### config.mk
export PLATFORM = sky130hd
export DESIGN_NAME = mult_seq
export DESIGN_NICKNAME = d
export VERILOG_FILES = /design/src/rtl/mult_seq.sv
export SDC_FILE = /design/constraint.sdc
export NUM_CORES = 1
export LEC_CHECK = 0
export BUFFER_PORTS_ARGS = -buffer_cell sky130_fd_sc_hd__buf_4
export CAP_MARGIN = 10
export CORE_MARGIN = 2
export CORE_UTILIZATION = 61
export CTS_CLUSTER_DIAMETER = 60
export DETAILED_ROUTE_END_ITERATION = 12
export GPL_ROUTABILITY_DRIVEN = 0
export PLACE_DENSITY = 0.9
export SLEW_MARGIN = 10
export SYNTH_ARGS = -nofsm -noshare
export SYNTH_HDL_FRONTEND = slang
export SYNTH_SLANG_ARGS = --single-unit
### constraint.sdc
create_clock -name clk -period 4.9 [get_ports clk]
set_input_delay 0.735 -clock clk [delete_from_list [all_inputs] [get_ports clk]]
set_output_delay 0.735 -clock clk [all_outputs]
set_load 0.05 [all_outputs]
### src/rtl/mult_seq.sv
// Sequential radix-2^RADIX_BITS multiplier with signed/unsigned modes.
// Consumes RADIX_BITS multiplier bits per cycle; fixed latency of N+1 cycles.
module mult_seq #(
  parameter int unsigned WIDTH      = 16,
  parameter int unsigned RADIX_BITS = 2
) (
  input  logic                 clk,
  input  logic                 reset,
  input  logic [WIDTH-1:0]     a,
  input  logic [WIDTH-1:0]     b,
  input  logic                 signed_mode,
  input  logic                 start,
  output logic                 busy,
  output logic [2*WIDTH-1:0]   result,
  output logic                 done
);

  localparam int unsigned PW     = 2 * WIDTH;
  localparam int unsigned RB_SAFE = (RADIX_BITS == 0) ? 1 : RADIX_BITS;
  localparam int unsigned N      = WIDTH / RB_SAFE;
  localparam int unsigned CW     = (N > 1) ? $clog2(N) : 1;

  localparam logic [1:0] ST_IDLE = 2'd0;
  localparam logic [1:0] ST_RUN  = 2'd1;
  localparam logic [1:0] ST_FIN  = 2'd2;

  // Reject illegal parameterisations at elaboration.
  if (WIDTH < 4 || WIDTH > 64) begin : g_bad_width
    $error("mult_seq: WIDTH must be in 4..64");
  end
  if (RADIX_BITS == 0 || (WIDTH % RB_SAFE) != 0) begin : g_bad_radix
    $error("mult_seq: RADIX_BITS must divide WIDTH");
  end

  logic [1:0]        state_q,  state_d;
  logic [CW-1:0]     cnt_q,    cnt_d;
  logic [PW-1:0]     mcand_q,  mcand_d;   // multiplicand magnitude, pre-shifted to digit position
  logic [WIDTH-1:0]  mplier_q, mplier_d;  // remaining multiplier magnitude digits, LSB first
  logic              neg_q,    neg_d;     // final product must be negated
  logic [PW-1:0]     acc_q,    acc_d;
  logic [PW-1:0]     result_q, result_d;
  logic              busy_q,   busy_d;
  logic              done_q,   done_d;

  logic [WIDTH-1:0]      a_mag;
  logic [WIDTH-1:0]      b_mag;
  logic [RADIX_BITS-1:0] digit;
  logic [PW-1:0]         pp;
  logic [PW-1:0]         sum;
  logic                  accept;

  // Operand magnitudes and the current partial-product sum.
  always_comb begin
    a_mag = (signed_mode && a[WIDTH-1]) ? (~a + WIDTH'(1)) : a;
    b_mag = (signed_mode && b[WIDTH-1]) ? (~b + WIDTH'(1)) : b;
    digit = mplier_q[RADIX_BITS-1:0];
    pp    = mcand_q * PW'(digit);
    sum   = acc_q + pp;
  end

  // Next-state and datapath update.
  always_comb begin
    state_d  = state_q;
    cnt_d    = cnt_q;
    mcand_d  = mcand_q;
    mplier_d = mplier_q;
    neg_d    = neg_q;
    acc_d    = acc_q;
    result_d = result_q;
    busy_d   = 1'b0;
    done_d   = 1'b0;
    accept   = start && (state_q != ST_RUN);

    case (state_q)
      ST_IDLE: ;
      ST_RUN: begin
        acc_d    = sum;
        mcand_d  = mcand_q << RADIX_BITS;
        mplier_d = mplier_q >> RADIX_BITS;
        cnt_d    = cnt_q + CW'(1);
        if (cnt_q == CW'(N - 1)) begin
          state_d  = ST_FIN;
          result_d = neg_q ? (~sum + PW'(1)) : sum;
          done_d   = 1'b1;
        end else begin
          busy_d = 1'b1;
        end
      end
      ST_FIN:  state_d = ST_IDLE;
      default: state_d = ST_IDLE;
    endcase

    // Acceptance from IDLE or FIN (back-to-back) captures fresh operands.
    if (accept) begin
      state_d  = ST_RUN;
      cnt_d    = '0;
      mcand_d  = PW'(a_mag);
      mplier_d = b_mag;
      neg_d    = signed_mode & (a[WIDTH-1] ^ b[WIDTH-1]);
      acc_d    = '0;
      busy_d   = 1'b1;
    end
  end

  // State and datapath registers with asynchronous clear.
  always_ff @(posedge clk or negedge reset) begin
    if (!reset) begin
      state_q  <= ST_IDLE;
      cnt_q    <= '0;
      mcand_q  <= '0;
      mplier_q <= '0;
      neg_q    <= 1'b0;
      acc_q    <= '0;
      result_q <= '0;
      busy_q   <= 1'b0;
      done_q   <= 1'b0;
    end else begin
      state_q  <= state_d;
      cnt_q    <= cnt_d;
      mcand_q  <= mcand_d;
      mplier_q <= mplier_d;
      neg_q    <= neg_d;
      acc_q    <= acc_d;
      result_q <= result_d;
      busy_q   <= busy_d;
      done_q   <= done_d;
    end
  end

  assign busy   = busy_q;
  assign done   = done_q;
  assign result = result_q;

endmodule

==> results of run 1 <==
-- power groups by stage --
stage,combinational [mW],sequential [mW],clock (mW)
after CTS,4.48,1.72,1.26
after global routing,5.00,1.78,1.31
after detailed placement,4.42,1.73,0
final,4.52,1.72,1.25
after floorplan,2.91,2.07,0
after global placement,4.28,1.70,0
-- per-stage QoR --
stage	cell area (um^2)	hold WS [ps]	setup slack [ps]
floorplan	9000	439	713
global placement	9650	456	552
detailed placement	9650	468	458
CTS	10200	185	425
global route	10200	205	115
finish	10200	187	369
-- cells in the mapped netlist, types with 21 or more instances --
cell | count | area, um^2
inv_1 | 111 | 417
xor2_1 | 37 | 324
clkbuf_1 | 48 | 180
o21ai_0 | 120 | 601
dfrtp_1 | 120 | 3000
nand3b_1 | 21 | 158
xnor2_1 | 46 | 403
nor2_1 | 41 | 154
a21oi_1 | 40 | 200
nand2_1 | 250 | 938
ha_1 | 36 | 450
fa_1 | 31 | 621
or3_1 | 28 | 175
o31ai_1 | 24 | 180
-- logic make-up after synthesis --
family	synth area share
and+or+nand+nor	0.206
AOI/OAI and AO/OA	0.177
buffers and inverters	0.0703
DFF	0.334
xor gates and xnor gates	0.0807
adders and majority gates	0.119
muxes	0.0135
-- layout make-up --
| class | instances | area share |
|---|---|---|
| sequential | 120 | 0.293 |
| clock inverter | 12 | 0.0139 |
| inverter | 111 | 0.0407 |
| clock buffer | 20 | 0.0436 |
| tap | 184 | 0.0225 |
| timing repair buffer | 83 | 0.0608 |
| multi-input combinational | 825 | 0.525 |
-- worst paths after layout --
path,end,slack (ps),depth (start not counted)
setup / recovery,result[30]$_DFFE_PN0P_,370,15
min in group clk,result[15]$_DFFE_PN0P_,480,2
hold reg to reg,result[15]$_DFFE_PN0P_,480,2
max in group asynchronous,acc_q[10]$_DFFE_PN0P_,3770,2
setup reg to reg,result[30]$_DFFE_PN0P_,370,15
hold / removal,result[29]$_DFFE_PN0P_,190,1
-- worst max-delay path, cell delays in order (launching register included) --
cell	delay, ps
dfrtp_1	580
buf_4	310
nand2_1	100
fa_1	480
inv_1	40
ha_1	390
a21oi_1	230
a21boi_0	150
a311oi_2	360
nand2_1	200
a31oi_1	250
xor2_1	480
nand4_1	180
o41ai_2	410
xnor2_1	160
o21ai_1	70
-- flip-flops by register name (all words and copies together), names as in the netlist --
signal and count:
acc_q 32, busy 1, cnt_q 3, done 1, mcand_q 32, mplier_q 16, neg_q 1, result 32
state_q 2
-- layer usage --
| metal | global-route usage | wire [um] |
|---|---|---|
| met1 | 0.374 | 9280 |
| met2 | 0.444 | 9780 |
| met3 | 0.0697 | 1600 |
| met4 | 0.0980 | 437 |
| met5 | 0 | 0 |
==> impl_metrics.sql, run 1 <==
INSERT INTO impl_metrics (metric_group, metric, value, unit) VALUES
('routing', 'vias', '7793', ''),
('die', 'initial_core_util', '0.622', ''),
('cells_and_area', 'final_core_util', '0.707', ''),
('clock_tree', 'cts.clk_slew.worst_paths', '60', 'ps'),
('worst_setup_path', 'critical_path_arrival', '4820', 'ps'),
('placed_design', 'total_instance_count_after_detailed_placement', '1323', ''),
('synthesis', 'asyncSetResetFlopFracSynth', '1.00', ''),
('cells_and_area', 'post_route_cells_drive_above_1_share', '0.114', ''),
('clock_tree', 'insertion_delay', '430', 'ps'),
('clock_tree', 'hold_buffers_post_cts', '0', ''),
('synthesis', 'avgSynthCellArea', '8.10', 'um^2'),
('routing', 'wl_cell', '15.6', 'um'),
('die', 'die_width', '125', 'um'),
('clock_tree', 'cts_root_buf', 'clkbuf_16', ''),
('clock_tree', 'cts_setup_buffers', '0', ''),
('clock_tree', 'cts.htree.levels', '4', ''),
('power_and_ir_drop', 'power.density_cell_area', '731', 'mW/mm^2'),
('worst_setup_path', 'timing_worst_setup_path_type', 'reg -> reg', ''),
('global_routing', 'track_usage', '0.279', ''),
('global_routing', 'grt.overflow.total', '0', ''),
('synthesis', 'synth.lib_cells_used.distinct', '56', ''),
('power_and_ir_drop', 'vdd.ir_drop.worst', '338', 'uV'),
('die', 'rows', '44', ''),
('power_and_ir_drop', 'power.switching', '3.77', 'mW'),
('power_and_ir_drop', 'p_int', '3.72', 'mW'),
('power_and_ir_drop', 'leakage_power_of_the_design', '4.79', 'nW'),
('power_and_ir_drop', 'proportion_of_total_power_due_to_net_switching', '0.503', ''),
('cells_and_area', 'multi_input_comb_area', '0.00538', 'mm^2'),
('run', 'drv_cap', '0', ''),
('global_routing', 'grt_max_degree', '122', ''),
('timing', 'setup_viol', '0', ''),
('synthesis', 'synth_cells', '1112', ''),
('routing', 'drc', '0', ''),
('power_and_ir_drop', 'clockPowerShare', '0.167', ''),
('timing', 'grt_setup_unrepaired', 'false', ''),
('worst_setup_path', 'element_type_at_the_critical_path_start', 'register', ''),
('clock_tree', 'cts_tree', 'done', ''),
('cells_and_area', 'syn2layout_area_growth', '13.8', '%'),
('power_and_ir_drop', 'seq_power_share', '0.230', ''),
('clock_tree', 'cts-resized-gates', '0', ''),
('die', 'placeableCoreArea', '0.0145', 'mm^2'),
('worst_setup_path', 'critical_path.endpoint_type', 'register', ''),
('die', 'floorplan.die_area', '0.0157', 'mm^2'),
('placed_design', 'io_buffers', '69', ''),
('synthesis', 'yosysSeqAreaShare', '0.334', ''),
('worst_setup_path', 'timing.critical_path.from', 'mplier_q[0]$_DFFE_PN0P_', ''),
('timing', 'finalCritPeriodShare', '0.925', ''),
('routing', 'antenna_violating_nets_post_route', '0', ''),
('global_routing', 'grt_first_pass_wirelength', '36000', 'um'),
('timing', 'max_freq', '221', 'MHz'),
('timing', 'setup_tns', '0', 'ps'),
('synthesis', 'synth_edf_count', '0', ''),
('synthesis', 'synth.net_count', '1215', ''),
('min_path', 'hold_path_class', 'in -> async', ''),
('synthesis', 'area_of_the_mapped_netlist', '0.00900', 'mm^2'),
('outcome', 'outcome', 'finished clean', ''),
('worst_setup_path', 'critical_path.max_fanout', '20', ''),
('placed_design', 'place.detailed.hpwl', '15300', 'um'),
('cells_and_area', 'num_antenna_cells', '0', ''),
('timing', 'max_slew.worst_pin.slew', '1080', 'ps'),
('cells_and_area', 'design.final.nets', '1261', ''),
('timing', 'final-hold-violation-count', '0', ''),
('timing', 'final.min_clock_period', '4530', 'ps'),
('routing', 'overall_routed_net_length', '21100', 'um'),
('synthesis', 'warning_count_from_the_yosys_run', '0', ''),
('cells_and_area', 'instances_no_fill', '1355', ''),
('cells_and_area', 'layout.cells.most_common_list', '249 x nand2_1, 120 x o21ai_0, 120 x dfrtp_1, 111 x inv_1, 83 x buf_4', ''),
('clock_tree', 'clkSinkCount', '120', ''),
('global_routing', 'antenna_found_initial', '0', ''),
('cells_and_area', 'layout.filler_cells', '1108', ''),
('timing', 'timing.slew.headroom', '0.280', '');
No activity file was read; power rests on OpenSTA's default activity.
==> inputs of run 2 (changes only) <==
--- a/config.mk
+++ b/config.mk
@@ -9,6 +9,7 @@
 export CAP_MARGIN = 10
 export CORE_MARGIN = 2
 export CORE_UTILIZATION = 61
+export CTS_BUF_LIST = sky130_fd_sc_hd__clkbuf_4 sky130_fd_sc_hd__clkbuf_8
 export CTS_CLUSTER_DIAMETER = 60
 export DETAILED_ROUTE_END_ITERATION = 12
 export GPL_ROUTABILITY_DRIVEN = 0
==> run 2 against run 1 <==
Effect of this change:
- via count is 0.14% lower
- critical endpoint unchanged
- power decreased by 4.6%
- critical path depth unchanged
- worst hold slack worse by 47 ps
- combinational power hardly changed
==> impl_metrics.sql, run 2 (synthesized netlist as in run 1, its figures left out) <==
INSERT INTO impl_metrics (metric_group, metric, value, unit) VALUES
('outcome', 'outcome', 'finished clean', ''),
('timing', 'timing.slew.headroom', '0.264', ''),
('routing', 'overall_routed_net_length', '20800', 'um'),
('worst_setup_path', 'critical_path.max_fanout', '20', ''),
('global_routing', 'grt_first_pass_wirelength', '35200', 'um'),
('cells_and_area', 'final_core_util', '0.695', ''),
('cells_and_area', 'layout.cells.most_common', 'nand2_1', ''),
('worst_setup_path', 'worstReg2RegEnd', 'result[30]$_DFFE_PN0P_', ''),
('clock_tree', 'cts.clk_slew.worst_paths', '80', 'ps'),
('power_and_ir_drop', 'proportion_of_total_power_due_to_net_switching', '0.520', ''),
('worst_setup_path', 'crit_path_max_incr_delay', '560', 'ps'),
('worst_setup_path', 'critical-path-top-cell-by-count', 'nand2_1', ''),
('min_path', 'hold_path_class', 'in -> async', ''),
('power_and_ir_drop', 'seq_power_share', '0.241', ''),
('worst_setup_path', 'timing_worst_setup_path_type', 'reg -> reg', ''),
('cells_and_area', 'num_antenna_cells', '0', ''),
('global_routing', 'grt.overflow.total', '0', ''),
('cells_and_area', 'post_route_cells_drive_above_1_share', '0.116', ''),
('clock_tree', 'clkSinkCount', '120', ''),
('timing', 'fin_worst_skew', '14.8', 'ps'),
('die', 'placeableCoreArea', '0.0145', 'mm^2'),
('clock_tree', 'cts-buffers-inserted', '17', ''),
('worst_setup_path', 'timing.critical_path.cells', 'buf_4 -> nand2_1 -> fa_1 -> inv_1 -> ha_1 -> a21oi_1 -> a21boi_0 -> a311oi_2 -> nand2_1 -> a31oi_1 -> xor2_1 -> nand4_1 -> o41ai_2 -> xnor2_1 -> o21ai_1', ''),
('timing', 'finalCritPeriodShare', '0.916', ''),
('worst_setup_path', 'critPathSlowestCell', 'dfrtp_1', ''),
('power_and_ir_drop', 'p_int', '3.43', 'mW'),
('timing', 'max_slew.worst_pin.slew', '1100', 'ps'),
('timing', 'final-hold-violation-count', '0', ''),
('die', 'die_width', '125', 'um'),
('cells_and_area', 'syn2layout_area_growth', '11.7', '%'),
('run', 'drv_cap', '0', ''),
('worst_setup_path', 'critical_path.endpoint_type', 'register', ''),
('die', 'die_h', '125', 'um'),
('power_and_ir_drop', 'power.switching', '3.71', 'mW'),
('worst_setup_path', 'worst-r2r-cell-count', '15', ''),
('worst_setup_path', 'worstPathBufferInverterCount', '2', ''),
('die', 'boundaryPins', '70', ''),
('clock_tree', 'cts_setup_buffers', '0', ''),
('worst_setup_path', 'r2r_slack', '410', 'ps'),
('clock_tree', 'hold_buffers_post_cts', '0', ''),
('clock_tree', 'cts_root_buf', 'clkbuf_8', ''),
('routing', 'wl_cell', '15.3', 'um'),
('routing', 'detail_route.iter0.violations', '702', ''),
('routing', 'vias_per_cell', '5.74', ''),
('power_and_ir_drop', 'report.power.total', '7.14', 'mW'),
('routing', 'antenna_violating_nets_post_route', '0', ''),
('timing', 'setup_viol', '0', ''),
('power_and_ir_drop', 'combPwrFrac', '0.630', ''),
('worst_setup_path', 'element_type_at_the_critical_path_start', 'register', ''),
('worst_setup_path', 'critical_path_arrival', '4820', 'ps'),
('timing', 'finalMaxSlewViolations', '0', ''),
('worst_setup_path', 'path_delay_family', 'compound AO/OA/AOI/OAI gates', ''),
('timing', 'final.min_clock_period', '4490', 'ps'),
('worst_setup_path', 'rr_startpoint', 'mplier_q[1]$_DFFE_PN0P_', ''),
('routing', 'drc', '0', ''),
('die', 'rows', '44', ''),
('cells_and_area', 'layout.cells.most_common_list', '249 x nand2_1, 120 x o21ai_0, 120 x dfrtp_1, 111 x inv_1, 83 x buf_4', ''),
('routing', 'vias', '7782', ''),
('power_and_ir_drop', 'power.density_cell_area', '710', 'mW/mm^2'),
('routing', 'drt-pass1-iter-count', '8', ''),
('global_routing', 'grt_max_degree', '122', ''),
('placed_design', 'io_buffers', '69', ''),
('power_and_ir_drop', 'vdd.ir_drop.worst', '338', 'uV'),
('worst_setup_path', 'cp.required', '5240', 'ps'),
('placed_design', 'place.detailed.hpwl', '15300', 'um'),
('power_and_ir_drop', 'leakage_power_of_the_design', '4.71', 'nW'),
('global_routing', 'track_usage', '0.272', ''),
('timing', 'setup_tns', '0', 'ps'),
('power_and_ir_drop', 'clockPowerShare', '0.130', ''),
('die', 'initial_core_util', '0.622', ''),
('clock_tree', 'cts-resized-gates', '0', ''),
('clock_tree', 'cts_tree', 'done', ''),
('global_routing', 'antenna_found_initial', '0', ''),
('clock_tree', 'cts.htree.levels', '4', ''),
('timing', 'grt_setup_unrepaired', 'false', ''),
('die', 'floorplan.die_area', '0.0157', 'mm^2'),
('clock_tree', 'insertion_delay', '460', 'ps'),
('global_routing', 'number_of_global_route_vias_before_repair', '7482', ''),
('timing', 'max_freq', '223', 'MHz'),
('timing', 'final.hold.worst_slack', '140', 'ps'),
('cells_and_area', 'design.final.nets', '1261', ''),
('clock_tree', 'ctsLongestPathBuffers', '2', '');
[run 2: changes by cell type in the layout (fill, tap and decap cells not counted)]
cell / before / now
clkbuf_4: 0 / 2
clkbuf_16: 17 / 0
clkbuf_8: 1 / 18
clkbuf_1: 2 / 0
[run 2: routing by layer]
metal | global-route usage | wire [um]
met4 | 0.0902 | 360
met3 | 0.0676 | 1450
met1 | 0.371 | 9530
met2 | 0.427 | 9420
met5 | 0 | 0
[run 2: how the worst max path moves through the flow]
stage	startpoint	end	cells after the start	slack (ps)
3_3_place_gp	mplier_q[1]$_DFFE_PN0P_	result[30]$_DFFE_PN0P_	15	550
3_5_place_dp	mplier_q[0]$_DFFE_PN0P_	result[30]$_DFFE_PN0P_	15	460
6_report	mplier_q[1]$_DFFE_PN0P_	result[30]$_DFFE_PN0P_	15	410
2_1_floorplan	mplier_q[0]$_DFFE_PN0P_	result[31]$_DFFE_PN0P_	17	710
4_1_cts	mplier_q[1]$_DFFE_PN0P_	result[30]$_DFFE_PN0P_	15	450
5_1_grt	mplier_q[1]$_DFFE_PN0P_	result[30]$_DFFE_PN0P_	15	80
[run 2: power groups by stage]
| stage | combinational [mW] | clock, mW | sequential [mW] |
|---|---|---|---|
| CTS | 4.45 | 0.937 | 1.72 |
| detailed placement | 4.42 | 0 | 1.73 |
| global placement | 4.28 | 0 | 1.70 |
| global route | 4.98 | 0.978 | 1.77 |
| finish | 4.50 | 0.926 | 1.72 |
| floorplan | 2.91 | 0 | 2.07 |
[run 2: per-stage QoR]
step | setup WS [ps] | instance area, um^2 | instances
floorplan | 713 | 9000 | 1112
global placement | 552 | 9650 | 1323
detailed placement | 458 | 9650 | 1323
CTS | 448 | 10100 | 1355
global route | 82.2 | 10100 | 1355
finish | 413 | 10100 | 1355
[run 2: final cells by class]
class	instances	area, um^2
multi-input combinational	825	5380
fill	1126	4420
sequential	120	3000
timing repair buffer	83	623
inverter	111	417
clock buffer	20	263
tap	184	230
clock inverter	12	143
==> inputs of run 3 (changes only) <==
--- a/config.mk
+++ b/config.mk
@@ -5,15 +5,15 @@
 export SDC_FILE = /design/constraint.sdc
 export NUM_CORES = 1
 export LEC_CHECK = 0
-export BUFFER_PORTS_ARGS = -buffer_cell sky130_fd_sc_hd__buf_4
 export CAP_MARGIN = 10
 export CORE_MARGIN = 2
 export CORE_UTILIZATION = 61
 export CTS_BUF_LIST = sky130_fd_sc_hd__clkbuf_4 sky130_fd_sc_hd__clkbuf_8
 export CTS_CLUSTER_DIAMETER = 60
 export DETAILED_ROUTE_END_ITERATION = 12
+export DONT_BUFFER_PORTS = 1
 export GPL_ROUTABILITY_DRIVEN = 0
-export PLACE_DENSITY = 0.9
+export PLACE_DENSITY = 0.86
 export SLEW_MARGIN = 10
 export SYNTH_ARGS = -nofsm -noshare
 export SYNTH_HDL_FRONTEND = slang
==> run 3 against run 2 <==
Effect of this change:
- via count down 4.0%
- final cell count is 5.2% lower
- design area decreased by 4.6%
- critical path depth is 1 lower
- sequential share of layout area is 1.4 points higher
- clock-buffer cell count decreased by 2
- sequential power up 27%
- first-iteration DRC count is 14% lower
- largest cell class unchanged
==> impl_metrics.sql, run 3 (synthesized netlist as in run 1, its figures left out) <==
INSERT INTO impl_metrics (metric_group, metric, value, unit) VALUES
('clock_tree', 'cts_tree', 'done', ''),
('die', 'die_h', '125', 'um'),
('clock_tree', 'clkSinkCount', '120', ''),
('clock_tree', 'cts.htree.levels', '4', ''),
('timing', 'finalMaxSlewViolations', '0', ''),
('power_and_ir_drop', 'power.density_cell_area', '732', 'mW/mm^2'),
('routing', 'vias_per_cell', '5.82', ''),
('power_and_ir_drop', 'vdd.ir_drop.worst', '296', 'uV'),
('clock_tree', 'insertion_delay', '470', 'ps'),
('routing', 'wl_cell', '15.7', 'um'),
('cells_and_area', 'syn2layout_area_growth', '6.55', '%'),
('timing', 'timing.slew.headroom', '0.267', ''),
('routing', 'drc', '0', ''),
('global_routing', 'grt_first_pass_wirelength', '34600', 'um'),
('cells_and_area', 'layout.filler_cells', '1203', ''),
('global_routing', 'grt_max_degree', '122', ''),
('timing', 'max_freq', '219', 'MHz'),
('timing', 'final.setup.worst_slack', '339', 'ps'),
('cells_and_area', 'layout.cells.most_common', 'nand2_1', ''),
('routing', 'vias', '7473', ''),
('power_and_ir_drop', 'leakage_power_of_the_design', '4.40', 'nW'),
('die', 'die_width', '125', 'um'),
('worst_setup_path', 'critical_path.max_fanout', '19', ''),
('worst_setup_path', 'timing_worst_setup_path_type', 'reg -> reg', ''),
('die', 'floorplan.die_area', '0.0157', 'mm^2'),
('clock_tree', 'ctsLongestPathBuffers', '2', ''),
('worst_setup_path', 'critical_path.endpoint_type', 'register', ''),
('timing', 'fin_worst_skew', '9.81', 'ps'),
('die', 'initial_core_util', '0.622', ''),
('cells_and_area', 'design.final.nets', '1190', ''),
('routing', 'drt-pass1-iter-count', '5', ''),
('global_routing', 'grt.overflow.total', '0', ''),
('worst_setup_path', 'rr_startpoint', 'mplier_q[0]$_DFFE_PN0P_', ''),
('cells_and_area', 'layout.cells.most_common_list', '249 x nand2_1, 120 x o21ai_0, 120 x dfrtp_1, 111 x inv_1, 46 x xnor2_1', ''),
('timing', 'max_slew.worst_pin.slew', '1100', 'ps'),
('worst_setup_path', 'element_type_at_the_critical_path_start', 'register', ''),
('clock_tree', 'cts_root_buf', 'clkbuf_8', ''),
('placed_design', 'io_buffers', '0', ''),
('routing', 'antenna_violating_nets_post_route', '0', ''),
('cells_and_area', 'num_antenna_cells', '0', ''),
('timing', 'setup_tns', '0', 'ps'),
('routing', 'detail_route.iter0.violations', '605', ''),
('die', 'placeableCoreArea', '0.0145', 'mm^2'),
('min_path', 'hold_path_class', 'in -> async', ''),
('die', 'boundaryPins', '70', ''),
('global_routing', 'track_usage', '0.269', ''),
('worst_setup_path', 'critical_path_arrival', '4880', 'ps'),
('global_routing', 'antenna_found_initial', '0', ''),
('global_routing', 'number_of_global_route_vias_before_repair', '7116', ''),
('timing', 'setup_viol', '0', ''),
('timing', 'final-hold-violation-count', '0', ''),
('outcome', 'outcome', 'finished clean', ''),
('timing', 'finalCritPeriodShare', '0.931', ''),
('die', 'rows', '44', ''),
('timing', 'grt_setup_unrepaired', 'false', ''),
('placed_design', 'dp_slack', '395', 'ps'),
('clock_tree', 'cts_setup_buffers', '0', ''),
('timing', 'final.min_clock_period', '4560', 'ps'),
('placed_design', 'place.detailed.hpwl', '14800', 'um'),
('worst_setup_path', 'cp.required', '5220', 'ps'),
('run', 'drv_cap', '0', ''),
('clock_tree', 'cts-buffers-inserted', '17', ''),
('clock_tree', 'cts.clk_slew.worst_paths', '70', 'ps'),
('worst_setup_path', 'timing.critical_path.from', 'mplier_q[0]$_DFFE_PN0P_', ''),
('routing', 'overall_routed_net_length', '20200', 'um'),
('cells_and_area', 'post_route_cells_drive_above_1_share', '0.0609', '');
==> run 3: cell count changes in the layout (fill, tap and decap cells not counted), sizes merged <==
cell,before,now
bufinv,2,4
clkinvlp,4,3
clkinv,2,4
inv,115,114
buf,83,12
clkbuf,20,18
==> run 3: report_power, final <==
| part | total [mW] | switching [mW] | internal (mW) |
|---|---|---|---|
| clock | 1.00 | 0.433 | 0.571 |
| sequential | 2.19 | 0.777 | 1.41 |
| combinational | 3.83 | 2.46 | 1.38 |
==> run 3: worst paths after layout <==
kind                                           endpoint  slack (ps)  cells past startpoint
worst min-delay path             result[29]$_DFFE_PN0P_         220                      1
worst max-delay path             result[30]$_DFFE_PN0P_         340                     14
worst max register to register   result[30]$_DFFE_PN0P_         340                     14
max in group asynchronous       mcand_q[10]$_DFFE_PN0P_        4260                      1
worst min register to register  mplier_q[2]$_DFFE_PN0P_         490                      2
min in group clk                   acc_q[1]$_DFFE_PN0P_         360                      1
==> run 3: metrics by stage <==
step / instance area [um^2] / hold slack (ps) / total power, mW / std cells / util
finish: 9590 / 224 / 7.02 / 1284 / 0.663
CTS: 9580 / 227 / 6.97 / 1284 / 0.662
detailed placement: 9110 / 442 / 5.92 / 1251 / 0.629
global placement: 9110 / 442 / 5.76 / 1251 / 0.629
floorplan: 9000 / 439 / 4.98 / 1112 / -
global route: 9590 / 271 / 7.60 / 1284 / 0.663
==> run 3: final cells by class <==
class | count | area (um^2) | share of cell area
Sequential cell | 120 | 3000 | 0.313
Clock inverter | 14 | 196 | 0.0205
Inverter | 111 | 417 | 0.0434
Timing Repair Buffer | 12 | 110 | 0.0115
Tap cell | 184 | 230 | 0.0240
Clock buffer | 18 | 248 | 0.0258
Multi-Input combinational cell | 825 | 5390 | 0.562
==> run 3: worst max-delay path: stages, from the launching register on <==
cell      delay, ps
dfrtp_1         610
buf_4           310
nand2_1         100
fa_1            480
inv_1            40
ha_1            390
and3_1          270
a311oi_2        390
nand2_1         220
a31oi_1         240
xor2_1          510
nand4_1         200
o41ai_2         410
xnor2_1         160
o21ai_1          70
==> run 3: metal layers <==
layer	vias up	part of all wire	global-route usage
met4	0	0.019	0.0980
met2	278	0.45	0.400
met3	34	0.085	0.0672
li1	3667	-	-
met5	-	0	0
met1	3494	0.45	0.382
==> run 3: what timing repair did <==
action                                  CTS  global route
endpoints found under the setup margin    0             5
hold endpoints to repair                120             0
hold buffers                              1             0
gates resized for setup                   0             2
